[config.mk]
export PLATFORM = sky130hd
export DESIGN_NAME = threshold_monitor_flat
export DESIGN_NICKNAME = d
export VERILOG_FILES = /design/src/rtl/threshold_monitor_pkg.sv /design/src/rtl/threshold_monitor_if.sv /design/src/rtl/comparator.sv /design/src/rtl/threshold_monitor.sv /design/src/flat_wrapper.sv
export SDC_FILE = /design/constraint.sdc
export NUM_CORES = 1
export LEC_CHECK = 0
export BUFFER_PORTS_ARGS = -buffer_cell sky130_fd_sc_hd__buf_2
export CAP_MARGIN = 20
export CORE_ASPECT_RATIO = 0.7
export CORE_MARGIN = 1
export CORE_UTILIZATION = 50
export CTS_CLUSTER_SIZE = 28
export DETAILED_ROUTE_END_ITERATION = 10
export PLACE_DENSITY = 0.73
export RECOVER_POWER = 50
export SKIP_LAST_GASP = 1
export SYNTH_ARGS = -nofsm -noshare
export SYNTH_HDL_FRONTEND = slang
export SYNTH_SLANG_ARGS = --single-unit
[constraint.sdc]
create_clock -name clk -period 4 [get_ports clk]
set_input_delay 0.4 -clock clk [delete_from_list [all_inputs] [get_ports clk]]
set_output_delay 0.4 -clock clk [all_outputs]
set_load 0.03 [all_outputs]
[src/rtl/threshold_monitor_pkg.sv]
// rtl/threshold_monitor_pkg.sv - shared types, defaults and sample classifier for threshold_monitor
package threshold_monitor_pkg;

  localparam int DEF_WIDTH    = 4;
  localparam int DEF_DEBOUNCE = 3;
  localparam int DEF_CNT_W    = 8;

  typedef enum logic [1:0] {
    S_LOW       = 2'd0,
    S_LOW_PEND  = 2'd1,
    S_HIGH      = 2'd2,
    S_HIGH_PEND = 2'd3
  } state_t;

  typedef enum logic [1:0] {
    CLS_L = 2'd0,
    CLS_N = 2'd1,
    CLS_H = 2'd2
  } cls_t;

  // Equal (or any malformed comparator code) is treated as neutral so it holds the FSM.
  function automatic cls_t classify(input logic eq, input logic gt, input logic lt);
    cls_t c;
    case ({eq, gt, lt})
      3'b010:  c = CLS_H;
      3'b001:  c = CLS_L;
      3'b100:  c = CLS_N;
      default: c = CLS_N;
    endcase
    return c;
  endfunction

endpackage

[src/rtl/threshold_monitor_if.sv]
// rtl/threshold_monitor_if.sv - sample stream and status bundle for threshold_monitor
interface threshold_monitor_if
  import threshold_monitor_pkg::*;
#(
  parameter int WIDTH = DEF_WIDTH,
  parameter int CNT_W = DEF_CNT_W
) ();

  logic             in_valid;
  logic [WIDTH-1:0] in_data;
  logic [WIDTH-1:0] thresh;
  logic             clear;

  logic             state_above;
  logic             rise_pulse;
  logic             fall_pulse;
  logic [CNT_W-1:0] event_cnt;
  logic             cnt_sat;
  logic [WIDTH-1:0] max_val;
  logic [WIDTH-1:0] min_val;

  modport master (
    output in_valid, in_data, thresh, clear,
    input  state_above, rise_pulse, fall_pulse, event_cnt, cnt_sat, max_val, min_val
  );

  modport slave (
    input  in_valid, in_data, thresh, clear,
    output state_above, rise_pulse, fall_pulse, event_cnt, cnt_sat, max_val, min_val
  );

endinterface

[src/rtl/comparator.sv]
// rtl/comparator.sv - unsigned magnitude comparator
module comparator #(
  parameter int WIDTH = 4
) (
  input  logic [WIDTH-1:0] A,
  input  logic [WIDTH-1:0] B,
  output logic             AequalB,
  output logic             greater,
  output logic             lesser
);

  assign AequalB = (A == B);
  assign greater = (A > B);
  assign lesser  = (A < B);

endmodule

[src/rtl/threshold_monitor.sv]
// rtl/threshold_monitor.sv - debounced threshold crossing detector with event count and min/max
module threshold_monitor
  import threshold_monitor_pkg::*;
#(
  parameter int WIDTH    = DEF_WIDTH,
  parameter int DEBOUNCE = DEF_DEBOUNCE,
  parameter int CNT_W    = DEF_CNT_W
) (
  input  logic          clk,
  input  logic          rst_n,
  threshold_monitor_if.slave bus
);

  localparam logic [3:0]       DEB_N   = 4'(DEBOUNCE);
  localparam logic [3:0]       DEB_ONE = 4'd1;
  localparam logic [CNT_W-1:0] CNT_ONE = {{(CNT_W-1){1'b0}}, 1'b1};
  localparam logic [CNT_W-1:0] CNT_MAX = {CNT_W{1'b1}};

  logic a_eq_b, a_gt_b, a_lt_b;
  logic accept;
  cls_t cls;

  state_t     state, state_nxt;
  logic [3:0] deb, deb_nxt;

  logic             rise_evt, fall_evt, above_nxt;
  logic [CNT_W-1:0] cnt_nxt;

  comparator #(.WIDTH(WIDTH)) u_cmp (
    .A       (bus.in_data),
    .B       (bus.thresh),
    .AequalB (a_eq_b),
    .greater (a_gt_b),
    .lesser  (a_lt_b)
  );

  // A clear in the same cycle discards the sample entirely.
  assign accept = bus.in_valid && !bus.clear;
  assign cls    = classify(a_eq_b, a_gt_b, a_lt_b);

  // State register: FSM state and debounce count.
  always_ff @(posedge clk or negedge rst_n) begin
    if (!rst_n) begin
      state <= S_LOW;
      deb   <= 4'd0;
    end else if (bus.clear) begin
      state <= S_LOW;
      deb   <= 4'd0;
    end else begin
      state <= state_nxt;
      deb   <= deb_nxt;
    end
  end

  // Next-state: only accepted samples move the FSM; idle cycles leave a pending run intact.
  always_comb begin
    state_nxt = state;
    deb_nxt   = deb;
    if (accept) begin
      case (state)
        S_LOW: begin
          if (cls == CLS_H) begin
            if (DEB_N == DEB_ONE) begin
              state_nxt = S_HIGH;
            end else begin
              state_nxt = S_LOW_PEND;
              deb_nxt   = DEB_ONE;
            end
          end
        end
        S_LOW_PEND: begin
          if (cls == CLS_H) begin
            if (deb + DEB_ONE == DEB_N) begin
              state_nxt = S_HIGH;
              deb_nxt   = 4'd0;
            end else begin
              deb_nxt = deb + DEB_ONE;
            end
          end else begin
            state_nxt = S_LOW;
            deb_nxt   = 4'd0;
          end
        end
        S_HIGH: begin
          if (cls == CLS_L) begin
            if (DEB_N == DEB_ONE) begin
              state_nxt = S_LOW;
            end else begin
              state_nxt = S_HIGH_PEND;
              deb_nxt   = DEB_ONE;
            end
          end
        end
        S_HIGH_PEND: begin
          if (cls == CLS_L) begin
            if (deb + DEB_ONE == DEB_N) begin
              state_nxt = S_LOW;
              deb_nxt   = 4'd0;
            end else begin
              deb_nxt = deb + DEB_ONE;
            end
          end else begin
            state_nxt = S_HIGH;
            deb_nxt   = 4'd0;
          end
        end
        default: begin
          state_nxt = S_LOW;
          deb_nxt   = 4'd0;
        end
      endcase
    end
  end

  // Output decode: events are transitions between the low and high halves of the FSM.
  always_comb begin
    rise_evt  = 1'b0;
    fall_evt  = 1'b0;
    above_nxt = (state_nxt == S_HIGH) || (state_nxt == S_HIGH_PEND);
    if (accept) begin
      rise_evt = ((state == S_LOW) || (state == S_LOW_PEND)) && (state_nxt == S_HIGH);
      fall_evt = ((state == S_HIGH) || (state == S_HIGH_PEND)) && (state_nxt == S_LOW);
    end
    cnt_nxt = bus.event_cnt;
    if ((rise_evt || fall_evt) && (bus.event_cnt != CNT_MAX)) begin
      cnt_nxt = bus.event_cnt + CNT_ONE;
    end
  end

  // Output registers: level, pulses, saturating count and running extremes.
  always_ff @(posedge clk or negedge rst_n) begin
    if (!rst_n) begin
      bus.state_above <= 1'b0;
      bus.rise_pulse  <= 1'b0;
      bus.fall_pulse  <= 1'b0;
      bus.event_cnt   <= '0;
      bus.cnt_sat     <= 1'b0;
      bus.max_val     <= '0;
      bus.min_val     <= '1;
    end else if (bus.clear) begin
      bus.state_above <= 1'b0;
      bus.rise_pulse  <= 1'b0;
      bus.fall_pulse  <= 1'b0;
      bus.event_cnt   <= '0;
      bus.cnt_sat     <= 1'b0;
      bus.max_val     <= '0;
      bus.min_val     <= '1;
    end else begin
      bus.state_above <= above_nxt;
      bus.rise_pulse  <= rise_evt;
      bus.fall_pulse  <= fall_evt;
      bus.event_cnt   <= cnt_nxt;
      bus.cnt_sat     <= (cnt_nxt == CNT_MAX);
      if (accept) begin
        if (bus.in_data > bus.max_val) bus.max_val <= bus.in_data;
        if (bus.in_data < bus.min_val) bus.min_val <= bus.in_data;
      end
    end
  end

endmodule

[src/flat_wrapper.sv]
// flat-port wrapper written by rule: the top's interface ports become plain ports
module threshold_monitor_flat import threshold_monitor_pkg::*;
#(
  parameter int WIDTH    = DEF_WIDTH,
  parameter int DEBOUNCE = DEF_DEBOUNCE,
  parameter int CNT_W    = DEF_CNT_W
)
  (clk, rst_n, bus_in_valid, bus_in_data, bus_thresh, bus_clear, bus_state_above, bus_rise_pulse, bus_fall_pulse, bus_event_cnt, bus_cnt_sat, bus_max_val, bus_min_val);
  threshold_monitor_if #(.WIDTH(WIDTH), .CNT_W(CNT_W)) bus_i ();
  input  logic clk;
  input  logic rst_n;
  input wire logic [$bits(bus_i.in_valid)-1:0] bus_in_valid;
  input wire logic [$bits(bus_i.in_data)-1:0] bus_in_data;
  input wire logic [$bits(bus_i.thresh)-1:0] bus_thresh;
  input wire logic [$bits(bus_i.clear)-1:0] bus_clear;
  output wire logic [$bits(bus_i.state_above)-1:0] bus_state_above;
  output wire logic [$bits(bus_i.rise_pulse)-1:0] bus_rise_pulse;
  output wire logic [$bits(bus_i.fall_pulse)-1:0] bus_fall_pulse;
  output wire logic [$bits(bus_i.event_cnt)-1:0] bus_event_cnt;
  output wire logic [$bits(bus_i.cnt_sat)-1:0] bus_cnt_sat;
  output wire logic [$bits(bus_i.max_val)-1:0] bus_max_val;
  output wire logic [$bits(bus_i.min_val)-1:0] bus_min_val;
  assign bus_i.in_valid = bus_in_valid;
  assign bus_i.in_data = bus_in_data;
  assign bus_i.thresh = bus_thresh;
  assign bus_i.clear = bus_clear;
  assign bus_state_above = bus_i.state_above;
  assign bus_rise_pulse = bus_i.rise_pulse;
  assign bus_fall_pulse = bus_i.fall_pulse;
  assign bus_event_cnt = bus_i.event_cnt;
  assign bus_cnt_sat = bus_i.cnt_sat;
  assign bus_max_val = bus_i.max_val;
  assign bus_min_val = bus_i.min_val;
  threshold_monitor #(.WIDTH(WIDTH), .DEBOUNCE(DEBOUNCE), .CNT_W(CNT_W)) u_core (.clk(clk), .rst_n(rst_n), .bus(bus_i));
endmodule
==> flow_summary.yaml, run 1 <==
global_route:
  top_usage_layer: "met2"
  grt_pass1_vias: 1373
  met1_usage: 0.321
  grt_start_max_net_pins: 27
  grt_antenna_before_repair: 0
  grt_usage: 0.228
  grt_util_met3: 0.0643
  grt_use_met2: 0.336
  grt_overflow: 0
  grt_pass1_wl_mm: 6.35
clock_tree:
  clkSlewWorstSetupHoldPaths_ns: 0.08
  clkLatencyLatePin_ns: 0.27
  numCtsBuffers: 3
  cts_tree: "built"
  ctsRootBufferMaster: "clkbuf_8"
  cts_buffer_depth: 2
  cts_resized: 0
  cts.sinks: 26
  postCtsHoldBufs: 0
  htree_levels: 1
  cts_setup_buffers: 0
sta:
  hold_viol_final: 0
  tightest_slew_ns: 1.37
  post-route-period-util: 0.696
  drv_slew: 0
  layout_setup_ws_ns: 1.22
  finalClockSkew_ns: 0.000790
  tns_ns: 0
  slew_headroom: 0.0892
  setup_viol: 0
  hold-worst-slack_ns: 0.394
  period_minus_slack_ns: 2.78
  rsz0062_at_grt: "false"
  max_freq_ghz: 0.359
final_layout:
  antenna_cells: 0
  fin_util: 0.596
  drive_gt1_frac: 0.178
  nets: 241
  area_growth_pct: 12.3
  instances_no_fill: 252
  fin_area_sq_mm: 0.00190
worst_setup_path:
  reg2reg_depth: 7
  crit_start: "u_core.deb[0]$_DFFE_PN0P_"
  crit_type: "flip-flop to flip-flop"
  crit_arrival_ns: 2.99
  reg2reg_to: "u_core.bus.cnt_sat$_DFF_PN0_"
  r2r-start: "u_core.deb[0]$_DFFE_PN0P_"
  cp_max_fo: 13
  start_kind: "flip-flop"
  required_ns: 4.21
  endpoint: "u_core.bus.cnt_sat$_DFF_PN0_"
  r2r_slack_ns: 1.22
  cp-end-kind: "flip-flop"
logic_synthesis:
  synth_edf_count: 0
  ys_ff_latch: 26
  mappedNetlistNets: 209
  yosysWarnings: 0
  synth_flop_cell: "dfrtp_1"
  synth-seq-area-share: 0.387
  syn_inst: 183
  yosysUniqueCellTypes: 48
  syn_avg_cell_area_sq_um: 9.26
  synthArstFlopShare: 1.00
  synth_area_sq_mm: 0.00170
power:
  total_power_uw: 544
  p_per_area_mw_per_mm2: 286
  ir_drop_mv: 0.217
  p_leak_nw: 0.936
die:
  ios: 32
  core_area_sq_mm: 0.00319
  die_y_um: 50.7
  die_area_sq_mm: 0.00363
  dieWidth_um: 71.6
  placementRows: 17
  start_util: 0.531
placed_design:
  dp_slack_ns: 1.30
  io_buffers: 31
  numPlacedInstances: 248
  postPlaceCellArea_sq_mm: 0.00187
  hpwl_mm: 2.71
  routabilityCongestion: 0.854
outcome:
  outcome: "finished, final reports clean"
routing:
  via_per_inst: 5.76
  drcViolationCount: 0
  drt_iter0_drc: 87
  wl_per_cell_um: 14.5
  ant_nets: 0
  drt-pass1-iter-count: 4
  routed_wl_mm: 3.65
  vias: 1452
flow_run:
  maxCapViolations: 0
min_path:
  hp-class: "primary input to flip-flop"
==> power by group <==
part           switching, mW  internal (mW)
clock                 0.0783         0.0712
sequential           0.00746          0.275
combinational         0.0737         0.0379
total                  0.159          0.384
==> routing by layer <==
layer	part of all wire	routed length, um	vias to the layer above
met2	0.44	1610	44
met1	0.49	1790	687
met3	0.058	211	4
li1	-	-	717
met5	0	0	-
met4	0.011	42	0
==> cells in the mapped netlist, types with 2 or more instances <==
cell,count,area share
dfstp_2,4,0.062
a211oi_2,2,0.015
nor3_1,2,0.0059
nor2_1,17,0.038
mux2i_1,3,0.018
o21ai_0,4,0.012
ha_1,14,0.10
and2_1,2,0.0074
a21o_1,2,0.0089
a31oi_1,2,0.0074
dfrtp_1,22,0.32
o211ai_1,3,0.013
nand2b_1,6,0.022
a21oi_1,9,0.027
and3_1,2,0.0074
nand4_1,6,0.022
and3_2,2,0.0089
xor2_1,2,0.010
nand2_1,19,0.042
clkbuf_1,2,0.0044
inv_1,17,0.038
xnor2_1,2,0.010
nor2b_1,2,0.0074
nand3_1,12,0.035
a211oi_1,2,0.0089
==> sequential cells by signal (all words and copies together) (netlist names) <==
| signal | flops |
|---|---|
| u_core.bus.cnt_sat | 1 |
| u_core.bus.event_cnt | 8 |
| u_core.bus.fall_pulse | 1 |
| u_core.bus.max_val | 4 |
| u_core.bus.min_val | 4 |
| u_core.bus.rise_pulse | 1 |
| u_core.bus.state_above | 1 |
| u_core.deb | 4 |
| u_core.state | 2 |
==> cells by family (layout without fill, tap and decap cells) <==
logic type               after synthesis  in the layout  share of synthesized area
XOR/XNOR                               4              4                     0.0207
AO/OA/AOI/OAI                         38             38                      0.177
AND/OR/NAND/NOR                       77             77                      0.241
multiplexers                           3              3                     0.0177
adder cells (fa/ha/maj)               14             14                      0.103
buffers and inverters                 21             52                     0.0531
flip-flops                            26             26                      0.387
==> cell type report <==
class / instances / area, sq um
Tap cell: 38 / 47.5
Clock buffer: 4 / 45.0
Timing Repair Buffer: 31 / 141
Sequential cell: 26 / 656
Inverter: 17 / 63.8
Multi-Input combinational cell: 136 / 950
Fill cell: 291 / 1290
==> worst min path at each step <==
stage / start / to / slack (ns) / cells after the start
floorplan: rst_n / u_core.bus.cnt_sat$_DFF_PN0_ / 0.10 / 0
global placement: rst_n / u_core.bus.event_cnt[5]$_DFF_PN0_ / 0.43 / 1
detailed placement: rst_n / u_core.bus.cnt_sat$_DFF_PN0_ / 0.43 / 1
CTS: rst_n / u_core.bus.cnt_sat$_DFF_PN0_ / 0.14 / 1
global route: bus_in_data[0] / u_core.bus.min_val[0]$_DFFE_PN1P_ / 0.41 / 3
finish: bus_in_data[0] / u_core.bus.min_val[0]$_DFFE_PN1P_ / 0.39 / 3
==> cells in the final DEF (no fill, tap or decap), types with 2 or more instances in the layout <==
| cell type | netlist | final |
|---|---|---|
| nor3_1 | 2 | 2 |
| clkbuf_1 | 2 | 12 |
| dfrtp_1 | 22 | 22 |
| nor2_1 | 17 | 17 |
| buf_2 | 0 | 20 |
| nand3_1 | 12 | 12 |
| and2_1 | 2 | 2 |
| o211ai_1 | 3 | 3 |
| xor2_1 | 2 | 2 |
| nand2_1 | 19 | 19 |
| and3_1 | 2 | 2 |
| a211oi_2 | 2 | 2 |
| clkbuf_8 | 0 | 3 |
| inv_1 | 17 | 17 |
| a21o_1 | 2 | 2 |
| nor2b_1 | 2 | 2 |
| a211oi_1 | 2 | 2 |
| a21oi_1 | 9 | 9 |
| nand2b_1 | 6 | 6 |
| ha_1 | 14 | 14 |
| dfstp_2 | 4 | 4 |
| mux2i_1 | 3 | 3 |
| and3_2 | 2 | 2 |
| a31oi_1 | 2 | 2 |
| o21ai_0 | 4 | 4 |
| xnor2_1 | 2 | 2 |
| nand4_1 | 6 | 6 |
==> worst max-delay path: stages, from the launching register on <==
cell     delay (ns)
dfrtp_1        0.45
ha_1           0.26
or4b_4         0.54
o31ai_2        0.12
nor3b_4        0.57
nand3_1        0.32
mux2i_1        0.24
and4_1         0.21
Power figures use the tool's default switching activity.
==> run 2: changes to the inputs <==
- clock period: 4 -> 2.6 ns (I/O delays scaled with it)
==> flow_summary.yaml, run 2 (same netlist as run 1, synthesis figures left out) <==
clock_tree:
  cts_tree: "built"
  htree_levels: 1
  cts_buffer_depth: 2
  clkLatencyLatePin_ns: 0.28
  ctsRootBufferMaster: "clkbuf_8"
  clkSlewWorstSetupHoldPaths_ns: 0.09
  cts.sinks: 26
  numCtsBuffers: 3
global_route:
  grt_start_max_net_pins: 27
  grt_pass1_wl_mm: 6.56
  grt_antenna_before_repair: 0
  grt_overflow: 0
  grt_usage: 0.234
  grt_pass1_vias: 1407
worst_setup_path:
  required_ns: 2.77
  cp-end-kind: "flip-flop"
  crit_arrival_ns: 2.66
  cp_max_fo: 7
  start_kind: "flip-flop"
  crit_type: "flip-flop to flip-flop"
placed_design:
  numPlacedInstances: 250
  routabilityCongestion: 0.860
  io_buffers: 31
  hpwl_mm: 2.77
  postPlaceCellArea_sq_mm: 0.00189
sta:
  tns_ns: 0
  setup_viol: 0
  finalClockSkew_ns: 0.00941
  slew_headroom: 0.0896
  max_freq_ghz: 0.402
  drv_slew: 0
  tightest_slew_ns: 1.37
  hold_viol_final: 0
  period_minus_slack_ns: 2.49
  post-route-period-util: 0.956
final_layout:
  area_growth_pct: 15.3
  largest_register_ffs: 8
  nets: 246
  fin_area_sq_mm: 0.00195
  fin_util: 0.613
  top_register: "u_core.bus.event_cnt"
  nFillCells: 271
  final_common_cell: "dfrtp_1"
  drive_gt1_frac: 0.201
  instances_no_fill: 257
  antenna_cells: 0
  layout_common_cells: "21 x dfrtp_1, 20 x buf_2, 19 x nand2_1"
routing:
  drcViolationCount: 0
  ant_nets: 0
  routed_wl_mm: 3.79
  drt_iter0_drc: 89
  drt-pass1-iter-count: 4
  via_per_inst: 5.81
  wl_per_cell_um: 14.8
  vias: 1493
power:
  total_power_uw: 876
  p_per_area_mw_per_mm2: 448
  ir_drop_mv: 0.289
  p_leak_nw: 0.966
die:
  start_util: 0.531
  core_area_sq_mm: 0.00319
  ios: 32
  die_area_sq_mm: 0.00363
  placementRows: 17
  die_y_um: 50.7
  dieWidth_um: 71.6
min_path:
  hp-class: "primary input to flip-flop"
flow_run:
  maxCapViolations: 0
outcome:
  outcome: "finished, final reports clean"
run 2: cell count changes in the layout (fill, tap and decap cells not counted), sizes merged:
| cell | change |
|---|---|
| buf | +4 |
| dlygate4sd3 | +1 |
run 2: worst paths after layout:
| path | slack [ns] | end | depth (start not counted) | startpoint |
|---|---|---|---|---|
| worst min-delay path | 0.24 | u_core.bus.min_val[0]$_DFFE_PN1P_ | 3 | bus_in_data[0] |
| min in group asynchronous | 0.81 | u_core.bus.event_cnt[7]$_DFF_PN0_ | 2 | rst_n |
| worst max-delay path | 0.11 | u_core.bus.event_cnt[3]$_DFF_PN0_ | 9 | u_core.deb[1]$_DFFE_PN0P_ |
| max in group asynchronous | 0.90 | u_core.deb[0]$_DFFE_PN0P_ | 2 | rst_n |
| worst max register to register | 0.11 | u_core.bus.event_cnt[3]$_DFF_PN0_ | 9 | u_core.deb[1]$_DFFE_PN0P_ |
| worst min register to register | 0.52 | u_core.bus.min_val[0]$_DFFE_PN1P_ | 2 | u_core.bus.min_val[0]$_DFFE_PN1P_ |
run 2: cell type report:
| cell class | instances | area, sq um | share of cell area |
|---|---|---|---|
| well taps | 38 | 47.5 | 0.0243 |
| flip-flops and latches | 26 | 657 | 0.336 |
| clock buffers | 4 | 55.1 | 0.0282 |
| inverters | 17 | 63.8 | 0.0327 |
| repair buffers | 36 | 181 | 0.0928 |
| multi-input cells | 136 | 950 | 0.486 |
run 2: layer usage:
metal	track usage	vias up	routed length, um
met5	0	-	0
met4	0.0654	0	29
met3	0.0522	7	187
met2	0.368	34	1790
met1	0.325	723	1790
li1	-	729	-
run 2: report_power, final:
group / switching, mW / internal [mW]
Combinational: 0.115 / 0.0620
Clock: 0.128 / 0.136
Sequential: 0.0118 / 0.424
Total: 0.254 / 0.621
run 2: metrics by stage:
step,setup slack (ns),hold slack (ns)
floorplan,0.313,-0.0356
global placement,0.156,0.288
detailed placement,0.0327,0.296
CTS,0.0209,0.242
global route,-0.00103,0.253
finish,0.114,0.244
run 2: critical path, stage by stage (launching register included):
cell and delay (ns):
dfrtp_1 0.47, ha_1 0.25, or4b_4 0.54, o31ai_2 0.11, nor3b_4 0.26, buf_4 0.17
buf_4 0.14, nand4_1 0.11, xnor2_1 0.18, and2_1 0.16
run 2: repair_timing:
action                     CTS  global route
hold buffers                 1             0
setup buffers                0             2
resized for setup            0             1
setup endpoints to repair    0             6
hold endpoints to repair    14             0
